$ cat config.mk
export PLATFORM = sky130hd
export DESIGN_NAME = fetch_sequencer
export DESIGN_NICKNAME = d
export VERILOG_FILES = /design/src/rtl/fetch_sequencer_pkg.sv /design/src/rtl/fetch_sequencer_instr_length.sv /design/src/rtl/fetch_sequencer.sv
export SDC_FILE = /design/constraint.sdc
export NUM_CORES = 1
export LEC_CHECK = 0
export CAP_MARGIN = 10
export CORE_UTILIZATION = 35
export CTS_BUF_LIST = sky130_fd_sc_hd__clkbuf_4
export DETAILED_ROUTE_END_ITERATION = 6
export GPL_ROUTABILITY_DRIVEN = 0
export PLACE_DENSITY_LB_ADDON = 0.2
export SLEW_MARGIN = 10
export SYNTH_ARGS = -nofsm -noshare
export SYNTH_HDL_FRONTEND = slang
export SYNTH_SLANG_ARGS = --single-unit
export TNS_END_PERCENT = 10
$ cat constraint.sdc
create_clock -name clock -period 4.8 [get_ports clock]
set_input_delay 0.96 -clock clock [delete_from_list [all_inputs] [get_ports clock]]
set_output_delay 0.96 -clock clock [all_outputs]
set_load 0.05 [all_outputs]
$ cat src/rtl/fetch_sequencer_pkg.sv
// Shared Y86-64 encodings and fetch FSM state type used by the fetch stage and its decoder.
package fetch_sequencer_pkg;

    localparam logic [3:0] IHALT   = 4'h0;
    localparam logic [3:0] INOP    = 4'h1;
    localparam logic [3:0] IRRMOVQ = 4'h2;
    localparam logic [3:0] IIRMOVQ = 4'h3;
    localparam logic [3:0] IRMMOVQ = 4'h4;
    localparam logic [3:0] IMRMOVQ = 4'h5;
    localparam logic [3:0] IOPQ    = 4'h6;
    localparam logic [3:0] IJXX    = 4'h7;
    localparam logic [3:0] ICALL   = 4'h8;
    localparam logic [3:0] IRET    = 4'h9;
    localparam logic [3:0] IPUSHQ  = 4'hA;
    localparam logic [3:0] IPOPQ   = 4'hB;
    localparam logic [3:0] IDISP   = 4'hD;
    localparam logic [3:0] RNONE   = 4'hF;

    typedef enum logic [2:0] {
        S_IDLE,
        S_BYTE0,
        S_REGS,
        S_VALC,
        S_DONE
    } state_t;

endpackage

$ cat src/rtl/fetch_sequencer_instr_length.sv
// Combinational icode decoder: which optional instruction fields follow byte 0.
module instr_length
    import fetch_sequencer_pkg::*;
(
    input  logic [3:0] icode,
    output logic       need_regids,
    output logic       need_valc,
    output logic       valid
);

    always_comb begin
        need_regids = 1'b0;
        need_valc   = 1'b0;
        valid       = 1'b1;
        unique case (icode)
            IHALT, INOP, IRET: ;
            IRRMOVQ, IOPQ, IPUSHQ, IPOPQ, IDISP: need_regids = 1'b1;
            IIRMOVQ, IRMMOVQ, IMRMOVQ: begin
                need_regids = 1'b1;
                need_valc   = 1'b1;
            end
            IJXX, ICALL: need_valc = 1'b1;
            default: valid = 1'b0;
        endcase
    end

endmodule

$ cat src/rtl/fetch_sequencer.sv
// Byte-serial Y86-64 fetch: reads one instruction through a req/valid byte port and splits its fields.
module fetch_sequencer
    import fetch_sequencer_pkg::*;
(
    input  logic        clock,
    input  logic        reset,
    input  logic        start,
    input  logic [63:0] pc,
    output logic        imem_req,
    output logic [63:0] imem_addr,
    input  logic [7:0]  imem_rdata,
    input  logic        imem_valid,
    input  logic        imem_error,
    output logic        busy,
    output logic        done,
    output logic [3:0]  icode,
    output logic [3:0]  ifun,
    output logic [3:0]  rA,
    output logic [3:0]  rB,
    output logic [63:0] valC,
    output logic [63:0] valP,
    output logic        instr_invalid,
    output logic        mem_fault
);

    state_t      state_q, state_d;
    logic [63:0] pc_q, pc_d;
    logic [3:0]  off_q, off_d;
    logic [2:0]  k_q, k_d;
    logic [3:0]  icode_q, icode_d, ifun_q, ifun_d;
    logic [3:0]  ra_q, ra_d, rb_q, rb_d;
    logic [63:0] valc_q, valc_d, valp_q, valp_d;
    logic        invalid_q, invalid_d, fault_q, fault_d;

    logic [63:0] byte_addr;
    logic [3:0]  dec_icode;
    logic        dec_regids, dec_valc, dec_valid;
    logic        fetching;

    // In BYTE0 the decoder looks at the incoming byte; afterwards at the latched icode.
    assign dec_icode = (state_q == S_BYTE0) ? imem_rdata[7:4] : icode_q;

    instr_length u_len (
        .icode       (dec_icode),
        .need_regids (dec_regids),
        .need_valc   (dec_valc),
        .valid       (dec_valid)
    );

    assign byte_addr = pc_q + {60'd0, off_q};
    assign fetching  = (state_q == S_BYTE0) || (state_q == S_REGS) || (state_q == S_VALC);

    always_comb begin
        state_d   = state_q;
        pc_d      = pc_q;
        off_d     = off_q;
        k_d       = k_q;
        icode_d   = icode_q;
        ifun_d    = ifun_q;
        ra_d      = ra_q;
        rb_d      = rb_q;
        valc_d    = valc_q;
        valp_d    = valp_q;
        invalid_d = invalid_q;
        fault_d   = fault_q;
        unique case (state_q)
            S_IDLE: begin
                if (start) begin
                    pc_d      = pc;
                    off_d     = 4'd0;
                    k_d       = 3'd0;
                    ra_d      = RNONE;
                    rb_d      = RNONE;
                    valc_d    = 64'd0;
                    invalid_d = 1'b0;
                    fault_d   = 1'b0;
                    state_d   = S_BYTE0;
                end
            end
            S_BYTE0, S_REGS, S_VALC: begin
                if (imem_valid && imem_error) begin
                    // Faulting byte is dropped, so valP covers only bytes already accepted.
                    fault_d = 1'b1;
                    valp_d  = byte_addr;
                    state_d = S_DONE;
                end else if (imem_valid) begin
                    off_d  = off_q + 4'd1;
                    valp_d = byte_addr + 64'd1;
                    if (state_q == S_BYTE0) begin
                        icode_d = imem_rdata[7:4];
                        ifun_d  = imem_rdata[3:0];
                        if (!dec_valid) begin
                            invalid_d = 1'b1;
                            state_d   = S_DONE;
                        end else if (dec_regids) begin
                            state_d = S_REGS;
                        end else if (dec_valc) begin
                            state_d = S_VALC;
                        end else begin
                            state_d = S_DONE;
                        end
                    end else if (state_q == S_REGS) begin
                        ra_d    = imem_rdata[7:4];
                        rb_d    = imem_rdata[3:0];
                        state_d = dec_valc ? S_VALC : S_DONE;
                    end else begin
                        valc_d[{k_q, 3'b000} +: 8] = imem_rdata;
                        k_d = k_q + 3'd1;
                        if (k_q == 3'd7) begin
                            state_d = S_DONE;
                        end
                    end
                end
            end
            S_DONE:  state_d = S_IDLE;
            default: state_d = S_IDLE;
        endcase
    end

    always_ff @(posedge clock or negedge reset) begin
        if (!reset) begin
            state_q   <= S_IDLE;
            pc_q      <= 64'd0;
            off_q     <= 4'd0;
            k_q       <= 3'd0;
            icode_q   <= INOP;
            ifun_q    <= 4'd0;
            ra_q      <= RNONE;
            rb_q      <= RNONE;
            valc_q    <= 64'd0;
            valp_q    <= 64'd0;
            invalid_q <= 1'b0;
            fault_q   <= 1'b0;
        end else begin
            state_q   <= state_d;
            pc_q      <= pc_d;
            off_q     <= off_d;
            k_q       <= k_d;
            icode_q   <= icode_d;
            ifun_q    <= ifun_d;
            ra_q      <= ra_d;
            rb_q      <= rb_d;
            valc_q    <= valc_d;
            valp_q    <= valp_d;
            invalid_q <= invalid_d;
            fault_q   <= fault_d;
        end
    end

    assign imem_req      = fetching;
    assign imem_addr     = byte_addr;
    assign busy          = (state_q != S_IDLE);
    assign done          = (state_q == S_DONE);
    assign icode         = icode_q;
    assign ifun          = ifun_q;
    assign rA            = ra_q;
    assign rB            = rb_q;
    assign valC          = valc_q;
    assign valP          = valp_q;
    assign instr_invalid = invalid_q;
    assign mem_fault     = fault_q;

endmodule
After elaboration in Yosys (flattened, before gate mapping)
Index checks and enable logic that the tools add are counted.

Bits in registers: 220. Output and inout port bits: 213. Input bits: 77. RAM bits: 0. Latch bits: 0. Bits in read-only memories: 0. Word-level logic and storage cells: 122. Memories: 0.

Muxes and demuxes: 52. Div/mod/pow operators: 0. Bitwise operators: 1. Add/subtract/negate cells: 5. Shift-type cells: 2. Multiply operators: 0. Reduce and logical (&&, ||, !) cells: 22. $lt $le $gt $ge: 0. Equality and inequality tests: 28.

Operators with widths (number): $mux W64 (7); $pmux W64 S2 (1); $add A64 B1 Y64 const B (1); $add A64 B4 Y64 (1); $bwmux W64 (1); $shift A8 B8 Y64 const A (1); $shiftx A8 B8 Y64 (1); $mux W4 (13); $mux W3 (14); $pmux W4 S2 (3); $eq A4 B4 Y1 const B (5); $ne A2 B2 Y1 const B (9); $reduce_and A6 Y1 (3); $eq A4 B3 Y1 const B (4); $reduce_or A13 Y1 (1); $pmux W3 S2 (2); $mux W1 (9); $reduce_and A3 Y1 (3); $eq A4 B2 Y1 const B (2); $neg A6 Y8 (1); $reduce_and A4 Y1 (2); $reduce_or A8 Y1 (1); $eq A3 B2 Y1 const B (2); $eq A3 B3 Y1 const B (2); other kinds (17) (21).

Logic depth before layout (Yosys ltp)
Gate-level depths: netlist of run 1.

Depth after elaboration: 12. Gate-level depth with buffers: 13. Mapped depth without buffers: 13.

By module
A second synthesis of run 1 with hierarchy kept.

Cell total of the unflattened synthesis: 1236. Area, all modules: 12144.1 um^2.

Modules (own cells, without submodules): fetch_sequencer (sequential area each 5516.5 um^2, times used 1, area an instance 12071.6 um^2, cells an instance 1226); instr_length (sequential area each 0.0 um^2, times used 1, area an instance 72.6 um^2, cells an instance 10).

Worst setup path after synthesis of run 1
No wires, ideal clock.

Kind: register -> register. Start: register off_q[0]. End: register valp_q[55] (netlist: valP[55]). Period minus slack after synthesis: 4.758 ns. Library setup time: 0.095 ns. Data required time: 4.705 ns. Arrival time: 4.663 ns. Path slack: 0.042 ns. Path buffers: 0. Cell stages (with the launch flop): 13. Path through: dfrtp_1 > ha_1 > inv_1 > fa_1 > nand2b_1 > a21o_1 > xnor2_1 > nand3_1 > or4b_1 > or4b_1 > or3_4 > o31a_1 > o31ai_1.

Word-level cells in the longest chain between the ends: 4.

Ends and longest elaborated chain: start, declared (RTL line fetch_sequencer.sv:28) `logic [3:0] off_q, off_d;`; start signal, assigned (RTL line fetch_sequencer.sv:124) `off_q <= 4'd0;`; start signal, assigned (RTL line fetch_sequencer.sv:137) `off_q <= off_d;`; $add A64 B4 Y64 (RTL line fetch_sequencer.sv:50) `assign byte_addr = pc_q + {60'd0, off_q};`; via imem_addr[4] (RTL line fetch_sequencer.sv:10) `output logic [63:0] imem_addr,`; $add A64 B1 Y64 (RTL line fetch_sequencer.sv:88) `valp_d = byte_addr + 64'd1;`; $mux W64 (RTL line fetch_sequencer.sv:86) `end else if (imem_valid) begin`; $mux W64 (RTL line fetch_sequencer.sv:81) `if (imem_valid && imem_error) begin`; end signal, assigned (RTL line fetch_sequencer.sv:144) `valp_q <= valp_d;`; end, declared (RTL line fetch_sequencer.sv:32) `logic [63:0] valc_q, valc_d, valp_q, valp_d;`.

The timed path passes the listed nets, and every way through them passes these cells. The select of a mux whose other input is x is not followed. A chain may end at the register's enable or synchronous reset.

Final worst setup path of run 1
Start: register off_q[2]. End: output port imem_addr[39].

Word-level cells in the longest chain between the ends: 1.

Ends and longest elaborated chain (RTL line): $add A64 B4 Y64 (fetch_sequencer.sv:50); end, declared (fetch_sequencer.sv:10).

Every way passes these cells.

==> impl_metrics.json, run 1 <==
{
  "yosysWarnings": 0,
  "worstSetupStartpoint": "off_q[2]$_DFFE_PN0P_",
  "postPlaceCellArea_mm2": 0.0155,
  "ys_top_cells_by_area": "dfrtp_1 (44%), nand2_1 (6.4%), mux2_2 (6.3%)",
  "static-leakage-power_nw": 6.68,
  "cts_buffers": 58,
  "hold_violations": 0,
  "async_reset_ff_frac": 1.00,
  "ys.flop_type": "dfrtp_1",
  "layout.nets": 1682,
  "viasPerCell": 5.32,
  "cp-endpoint": "imem_addr[39]",
  "yosys.area.top_type": "dfrtp_1",
  "num_rows": 67,
  "grt-busiest-layer": "met2",
  "r2r_end": "valP[55]$_DFFE_PN0P_",
  "clk_latency_ps": 740,
  "fmax_ghz": 0.214,
  "dr.pass1.iters": 6,
  "fin_area_mm2": 0.0163,
  "grt_max_degree": 91,
  "p_per_area_mw_per_mm2": 735,
  "mappedNetlistNets": 1359,
  "regToRegSetupSlack_ps": 500,
  "fin_crit_sh": 0.973,
  "path_max_fanout": 12,
  "die_y_um": 187,
  "dr_total_vias": 11100,
  "grt_use_met3": 0.0426,
  "max_slew_margin": 0.291,
  "layout-drive-gt1-share": 0.160,
  "cts.sinks": 220,
  "hpwl_um": 30900,
  "arrival_ps": 3710,
  "start_kind": "register",
  "crit_path_top_delay_cell": "dlygate4sd2_1",
  "met2_usage": 0.355,
  "die_w_um": 187,
  "worstMarginPinSlew_ps": 1060,
  "setup_viol": 0,
  "critical_path_class": "reg -> out",
  "report.final.slew_viol_count": 0,
  "synth-edff-count": 0,
  "syn-cell-area_mm2": 0.0120,
  "die_area_mm2": 0.0350,
  "cts_root_buf": "clkbuf_4",
  "cts_tree": "built",
  "port_buffers": 289,
  "netlist_instances": 1269,
  "synth_cell_types": 70,
  "seq_area_frac_synth": 0.460,
  "grt_use_total": 0.225,
  "finalPower_mw": 11.9,
  "wl_um": 39800,
  "cap_viol_max_count": 0,
  "setup-tns-final_ps": 0,
  "grt.overflow.total": 0,
  "netlist.area_leader.share": 0.440,
  "io_pins": 290,
  "path_cells": "ha_1 -> o211ai_1 -> o21a_1 -> buf_4 -> nor4_1 -> xor2_1 -> dlygate4sd2_1",
  "cts_hold_buf": 0,
  "rsz0062_at_grt": "true",
  "detail-route-antenna-nets": 0,
  "start_util": 0.357,
  "skew_ps": 76.4,
  "post_cts_buffers": 0,
  "final.setup.worst_slack_ps": 129,
  "drtIter0Drc": 1052,
  "pre_cts_ws_ps": 401,
  "cts_buffer_depth": 3,
  "drc_errors": 0,
  "path_clk_slew_ps": 70,
  "r2r-start": "off_q[1]$_DFFE_PN0P_",
  "cp-end-kind": "output pin",
  "vdd_drop_max_uv": 406,
  "required_ps": 3840,
  "layout_min_cycle_time_ps": 4670,
  "status": "finished clean",
  "area.growth.synth_to_final_pct": 35.6,
  "wl_per_cell_um": 19.1,
  "antenna_found_initial": 2,
  "grt_pass1_vias": 10700,
  "synth-seq-cells": 220,
  "grt_util_met1": 0.299,
  "core_region_area_mm2": 0.0336,
  "cts_max_level": 2,
  "rr_worst_depth": 11,
  "grt_pass1_wl_um": 61900,
  "slowest_delay_ps": 620,
  "syn_avg_cell_area_um2": 9.45,
  "hold_ws_ps": 265,
  "hp-class": "in -> async"
}
## cells in the mapped netlist, types with 12 or more instances
cell type / n
dfrtp_1: 211
nand2_1: 203
o21ai_0: 110
nor2_1: 75
mux2_2: 67
xnor2_1: 66
nand4_1: 57
inv_1: 41
nor4_1: 40
clkbuf_1: 36
nand3_1: 33
xor2_1: 33
nor3_1: 27
and3_1: 23
and4_1: 19
a21oi_1: 18
o31ai_1: 18
ha_1: 12
## cell usage in the layout, fill, tap and decap left out, drive strengths merged, types with 6 or more instances in the layout
master         instances
ha                    12
nor4                  46
and3                  24
a21oi                 18
a31oi                  8
nand3                 34
o31ai                 18
dlymetal6s2s           8
clkdlybuf4s50        239
dlygate4sd2           21
nand4                 59
xnor2                 67
o31a                   6
mux2                  67
dfrtp                211
nand2b                11
a22o                   9
buf                   41
inv                   42
nor2                  75
or4                    9
o21ai                120
dfstp                  9
nand2                204
and4                  19
or3                   12
xor2                  33
clkinv                18
clkbuf                92
and2                  10
nor3                  29
## where the power goes
part	internal, mW	switching, mW	total [mW]
combinational	2.30	4.75	7.06
clock	0.805	0.787	1.59
sequential	2.53	0.771	3.30
total	5.64	6.31	11.9
## what timing repair did
| action | in CTS | in global routing |
|---|---|---|
| endpoints found under the setup margin | 36 | 39 |
| pin swaps | 0 | 1 |
| gates resized for setup | 38 | 34 |
## layer usage
metal / up-vias / wire length [µm]
met4: 2 / 1740
met5: - / 19
met3: 104 / 2510
li1: 5232 / -
met2: 495 / 18000
met1: 5261 / 17600
## cell families (layout without fill, tap and decap cells)
kind of cell / Yosys count / in the layout / share of synthesized area
other: 0 / 1 / 0
and+or+nand+nor: 559 / 559 / 0.248
buffers and inverters: 95 / 462 / 0.0322
DFF: 220 / 220 / 0.460
AOI/OAI and AO/OA: 210 / 210 / 0.104
adders and majority gates: 13 / 13 / 0.0142
xor gates and xnor gates: 100 / 100 / 0.0746
muxes: 72 / 72 / 0.0671
## worst min path at each step
| stage | startpoint | endpoint | cells after the start |
|---|---|---|---|
| final | reset | valC[12]$_DFFE_PN0P_ | 1 |
| after global routing | reset | valC[2]$_DFFE_PN0P_ | 1 |
| after CTS | reset | valC[14]$_DFFE_PN0P_ | 1 |
| after detailed placement | valP[24]$_DFFE_PN0P_ | valP[24]$_DFFE_PN0P_ | 2 |
| after global placement | valP[24]$_DFFE_PN0P_ | valP[24]$_DFFE_PN0P_ | 2 |
| after floorplan | pc_q[0]$_DFFE_PN0P_ | pc_q[0]$_DFFE_PN0P_ | 1 |
## final cells by class
class,count,area [µm²]
multi-input combinational,954,6220
sequential,220,5520
tap,448,561
clock inverter,20,91.3
fill,3270,17400
timing repair buffer,317,3080
inverter,41,154
antenna,1,2.50
clock buffer,84,631
## through the flow
step	utilization	cells
after floorplan	-	1269
after global placement	0.460	1980
after detailed placement	0.460	1980
after CTS	0.482	2084
after global routing	0.484	2085
final	0.484	2085
## sequential cells by signal, summed over array words and instances, names as in the netlist
| name | cells |
|---|---|
| off_q | 4 |
| pc_q | 64 |
| instr_invalid | 1 |
| k_q | 3 |
| rA | 4 |
| valC | 64 |
| valP | 64 |
| mem_fault | 1 |
| icode | 4 |
| ifun | 4 |
| state_q | 3 |
| rB | 4 |
## worst max-delay path, delay by kind of cell, from the launching register on
family / cells / cell delay [ps]
xor gates and xnor gates: 1 / 530
adders and majority gates: 1 / 380
buffers and inverters: 2 / 850
DFF: 1 / 410
and+or+nand+nor: 1 / 400
AOI/OAI and AO/OA: 2 / 470
(Power assumes the default switching activity.)
==> inputs of run 2 (changes only) <==
--- a/config.mk
+++ b/config.mk
@@ -5,7 +5,7 @@
 export SDC_FILE = /design/constraint.sdc
 export NUM_CORES = 1
 export LEC_CHECK = 0
-export CAP_MARGIN = 10
+export CAP_MARGIN = 40
 export CORE_UTILIZATION = 35
 export CTS_BUF_LIST = sky130_fd_sc_hd__clkbuf_4
 export DETAILED_ROUTE_END_ITERATION = 6
==> impl_metrics.json, run 2 (same netlist as run 1, synthesis figures left out) <==
{
  "status": "finished clean",
  "worstSetupStartpoint": "off_q[0]$_DFFE_PN0P_",
  "arrival_ps": 3700,
  "drc_errors": 0,
  "fin_area_mm2": 0.0163,
  "clk_latency_ps": 730,
  "die_area_mm2": 0.0350,
  "area.growth.synth_to_final_pct": 35.9,
  "fill_cells": 3201,
  "place_inst": 1981,
  "num_rows": 67,
  "cts_hold_buf": 0,
  "cp-endpoint": "imem_addr[52]",
  "viasPerCell": 5.33,
  "final.setup.worst_slack_ps": 142,
  "hold_ws_ps": 276,
  "cts_root_buf": "clkbuf_4",
  "grt_use_total": 0.223,
  "grt_max_degree": 91,
  "required_ps": 3840,
  "die_y_um": 187,
  "final_cells": 2088,
  "layout-drive-gt1-share": 0.162,
  "regToRegSetupSlack_ps": 510,
  "die_w_um": 187,
  "port_buffers": 289,
  "path_cells": "ha_2 -> inv_1 -> fa_1 -> nand2b_4 -> a211oi_1 -> buf_4 -> nand4_1 -> xor2_1 -> inv_1 -> dlygate4sd2_1",
  "cap_viol_max_count": 0,
  "cts_buffer_depth": 3,
  "io_pins": 290,
  "dr.pass1.iters": 6,
  "cts_max_level": 2,
  "r2r-start": "off_q[2]$_DFFE_PN0P_",
  "path_clk_slew_ps": 60,
  "path_max_fanout": 5,
  "rsz0062_at_grt": "false",
  "postPlaceCellArea_mm2": 0.0155,
  "vdd_drop_max_uv": 402,
  "grt.overflow.total": 0,
  "r2r_end": "valP[55]$_DFFE_PN0P_",
  "core_region_area_mm2": 0.0336,
  "wl_per_cell_um": 19.0,
  "antenna_found_initial": 1,
  "grt_pass1_vias": 10500,
  "static-leakage-power_nw": 6.72,
  "layout_common_cells": "clkdlybuf4s50_1 (237), dfrtp_1 (210), nand2_1 (202), o21ai_0 (110), clkbuf_4 (88)",
  "drtIter0Drc": 998,
  "max_slew_margin": 0.466,
  "wl_um": 39700,
  "detail-route-antenna-nets": 0,
  "dr_total_vias": 11100,
  "slowest_delay_ps": 470,
  "hp-class": "in -> async",
  "rr_worst_depth": 11,
  "crit_path_top_delay_cell": "dlygate4sd2_1",
  "start_kind": "register",
  "cts_tree": "built",
  "layout.nets": 1684,
  "start_util": 0.357,
  "worstMarginPinSlew_ps": 800,
  "skew_ps": 65.3,
  "pre_cts_ws_ps": 395,
  "setup-tns-final_ps": 0,
  "setup_viol": 0,
  "p_per_area_mw_per_mm2": 735,
  "report.final.slew_viol_count": 0,
  "cts_buffers": 58,
  "grt_pass1_wl_um": 61400,
  "hpwl_um": 30800,
  "cp-end-kind": "output pin",
  "crit_top_cell": "inv_1",
  "fmax_ghz": 0.215,
  "layout_commonest_cell": "clkdlybuf4s50_1",
  "cts.sinks": 220,
  "critical_path_class": "reg -> out",
  "fin_crit_sh": 0.970,
  "hold_violations": 0,
  "layout_min_cycle_time_ps": 4660
}
## run 2: changes by cell type in the layout (fill, tap and decap cells not counted), sizes merged
cell           previous run  this run
clkinv                   18        15
clkdlybuf4s50           239       237
dlygate4sd2              21        25
buf                      41        43
clkbuf                   92        94
## run 2: layout make-up
type	instances	area, µm²	share of cell area
diodes	1	2.50	0.000154
clock buffers	88	661	0.0406
clock inverters	17	82.6	0.00507
inverters	41	154	0.00945
multi-input cells	954	6210	0.381
flip-flops and latches	220	5520	0.339
well taps	448	561	0.0344
repair buffers	319	3100	0.190
## run 2: through the flow
stage	utilization	power, mW
floorplan	-	7.85
global placement	0.460	10.3
detailed placement	0.460	10.4
CTS	0.483	12.0
global route	0.485	12.6
finish	0.485	12.0
## run 2: repair_timing
item,in CTS,in global routing
gates resized for setup,40,29
endpoints found under the setup margin,37,38
pin swaps,0,0
setup buffers,0,1
## run 2: how the worst min path moves through the flow
stage,startpoint,slack [ps],cells past startpoint,endpoint
global route,reset,290,1,valC[38]$_DFFE_PN0P_
detailed placement,valP[24]$_DFFE_PN0P_,460,2,valP[24]$_DFFE_PN0P_
global placement,valP[24]$_DFFE_PN0P_,460,2,valP[24]$_DFFE_PN0P_
floorplan,pc_q[0]$_DFFE_PN0P_,490,1,pc_q[0]$_DFFE_PN0P_
finish,reset,280,1,valC[2]$_DFFE_PN0P_
CTS,reset,240,1,valC[14]$_DFFE_PN0P_
## run 2: layer usage
layer  track usage  part of all wire
met2         0.353              0.45
met1         0.301              0.44
met5             0                 0
met3        0.0375             0.070
met4        0.0962             0.041
## run 2: power by group
part           switching (mW)  leakage (nW)  internal [mW]  total (mW)
Combinational            4.75          3.49           2.31        7.05
Clock                   0.788         0.445          0.839        1.63
Sequential              0.765          2.79           2.53        3.29
## run 2: worst max-delay path: cells and delay by family, from the launching register on
family / cells / cell delay [ps]
AOI/OAI and AO/OA: 1 / 250
buffers and inverters: 4 / 930
xor gates and xnor gates: 1 / 440
and+or+nand+nor: 2 / 390
adders and majority gates: 2 / 600
DFF: 1 / 400
==> inputs of run 3 (changes only) <==
--- a/config.mk
+++ b/config.mk
@@ -6,6 +6,7 @@
 export NUM_CORES = 1
 export LEC_CHECK = 0
 export CAP_MARGIN = 40
+export CORE_MARGIN = 4
 export CORE_UTILIZATION = 35
 export CTS_BUF_LIST = sky130_fd_sc_hd__clkbuf_4
 export DETAILED_ROUTE_END_ITERATION = 6
==> impl_metrics.json, run 3 (same netlist as run 1, synthesis figures left out) <==
{
  "fin_area_mm2": 0.0164,
  "postPlaceCellArea_mm2": 0.0155,
  "layout_commonest_cell": "clkdlybuf4s50_1",
  "required_ps": 3840,
  "antenna_found_initial": 1,
  "start_kind": "register",
  "sequentialPowerShare": 0.272,
  "grt_util_met1": 0.289,
  "cts_root_buf": "clkbuf_4",
  "skew_ps": 42.7,
  "die_area_mm2": 0.0373,
  "fin_crit_sh": 0.999,
  "fmax_ghz": 0.208,
  "core_region_area_mm2": 0.0337,
  "detail-route-antenna-nets": 0,
  "worstMarginPinSlew_ps": 876,
  "p_sw_frac": 0.524,
  "port_buffers": 289,
  "layout_common_cells": "clkdlybuf4s50_1 (236), dfrtp_1 (209), nand2_1 (202), o21ai_0 (110), clkbuf_4 (89)",
  "fill_cells": 3303,
  "drtIter0Drc": 899,
  "wl_per_cell_um": 19.6,
  "cts_max_level": 2,
  "grt.overflow.total": 0,
  "area.growth.synth_to_final_pct": 37.0,
  "cts_hold_buf": 0,
  "path_clk_slew_ps": 70,
  "cts_buffer_depth": 3,
  "crit_path_top_delay_cell": "or4_4",
  "hold_ws_ps": 242,
  "arrival_ps": 3840,
  "viasPerCell": 5.27,
  "start_util": 0.356,
  "cts.sinks": 220,
  "die_y_um": 193,
  "cts_buffers": 60,
  "wl_um": 41100,
  "met2_usage": 0.345,
  "report.final.slew_viol_count": 0,
  "dr_total_vias": 11100,
  "power_frac_clock": 0.144,
  "status": "finished clean",
  "die_w_um": 193,
  "static-leakage-power_nw": 6.78,
  "p_sw_mw": 6.35,
  "layout.nets": 1690,
  "grt-busiest-layer": "met2",
  "crit_family": "simple AND/OR/NAND/NOR gates",
  "vdd_drop_max_uv": 402,
  "grt_pass1_vias": 10900,
  "layout-drive-gt1-share": 0.170,
  "hold_violations": 0,
  "cts_tree": "built",
  "layout_min_cycle_time_ps": 4800,
  "pwr-share-comb": 0.584,
  "max_slew_margin": 0.413,
  "p_per_area_mw_per_mm2": 738,
  "intPower_mw": 5.76,
  "slowest_delay_ps": 660,
  "dr.pass1.iters": 5,
  "cp-end-kind": "output pin",
  "rsz0062_at_grt": "true",
  "drc_errors": 0,
  "critical_path_class": "reg -> out",
  "grt_use_met3": 0.0479,
  "io_pins": 290,
  "regToRegSetupSlack_ps": 450,
  "hpwl_um": 31900,
  "cp_num_buf_inv": 2,
  "cap_viol_max_count": 0,
  "num_rows": 67,
  "path_max_fanout": 6,
  "setup_viol": 0,
  "grt_use_total": 0.215,
  "hp-class": "in -> async",
  "grt_max_degree": 96,
  "grt_pass1_wl_um": 63100,
  "clk_latency_ps": 730,
  "path_cells": "ha_1 -> o211ai_1 -> o21a_1 -> or4_4 -> nor3_1 -> xnor2_1 -> inv_1 -> dlygate4sd2_1"
}
[run 3: cell count changes in the layout (fill, tap and decap cells not counted), sizes merged, moves of 3 or more]
cell	change
clkbuf	+3
clkdlybuf4s15	+3
buf	+5
clkinv	+5
dlygate4sd2	-5
[run 3: worst paths after layout]
path,from,cells after the start,to
min,reset,2,valC[11]$_DFFE_PN0P_
min reg2reg,valP[23]$_DFFE_PN0P_,2,valP[23]$_DFFE_PN0P_
max in group asynchronous,reset,3,valC[61]$_DFFE_PN0P_
max,off_q[2]$_DFFE_PN0P_,8,imem_addr[51]
max reg2reg,off_q[2]$_DFFE_PN0P_,12,valP[47]$_DFFE_PN0P_
min in group clock,valP[23]$_DFFE_PN0P_,2,valP[23]$_DFFE_PN0P_
[run 3: what timing repair did]
item / in CTS / in global routing
buffers inserted: 0 / 3
setup endpoints to repair: 35 / 40
gates resized for setup: 44 / 44
gates cloned: 0 / 0
[run 3: metrics by stage]
step / setup slack, ps / total power [mW] / cells / setup TNS (ps) / util
2_1_floorplan: 41.8 / 7.85 / 1269 / 0 / -
3_5_place_dp: 400 / 10.4 / 1982 / 0 / 0.459
3_3_place_gp: 456 / 10.3 / 1980 / 0 / 0.458
4_1_cts: -102 / 12.1 / 2094 / -195 / 0.483
6_report: 3.17 / 12.1 / 2099 / 0 / 0.487
5_1_grt: -185 / 12.8 / 2099 / -468 / 0.487
[run 3: per-layer routing]
layer / part of all wire / up-vias
li1: - / 5258
met1: 0.44 / 5274
met2: 0.46 / 448
met3: 0.072 / 87
met4: 0.032 / 0
met5: 0 / -
[run 3: final cells by class]
cell class,count,area [µm²],share of cell area
inverter,41,154,0.00937
clock buffer,89,668,0.0407
antenna,1,2.50,0.000152
tap,448,561,0.0341
multi-input combinational,954,6230,0.380
timing repair buffer,323,3150,0.192
sequential,220,5520,0.336
clock inverter,23,130,0.00793
[run 3: power groups by stage]
stage	clock, mW	sequential [mW]	combinational (mW)
2_1_floorplan	0	4.20	3.65
3_5_place_dp	0	3.29	7.13
3_3_place_gp	0	3.26	7.08
4_1_cts	1.81	3.27	7.07
5_1_grt	1.92	3.39	7.52
6_report	1.74	3.30	7.07
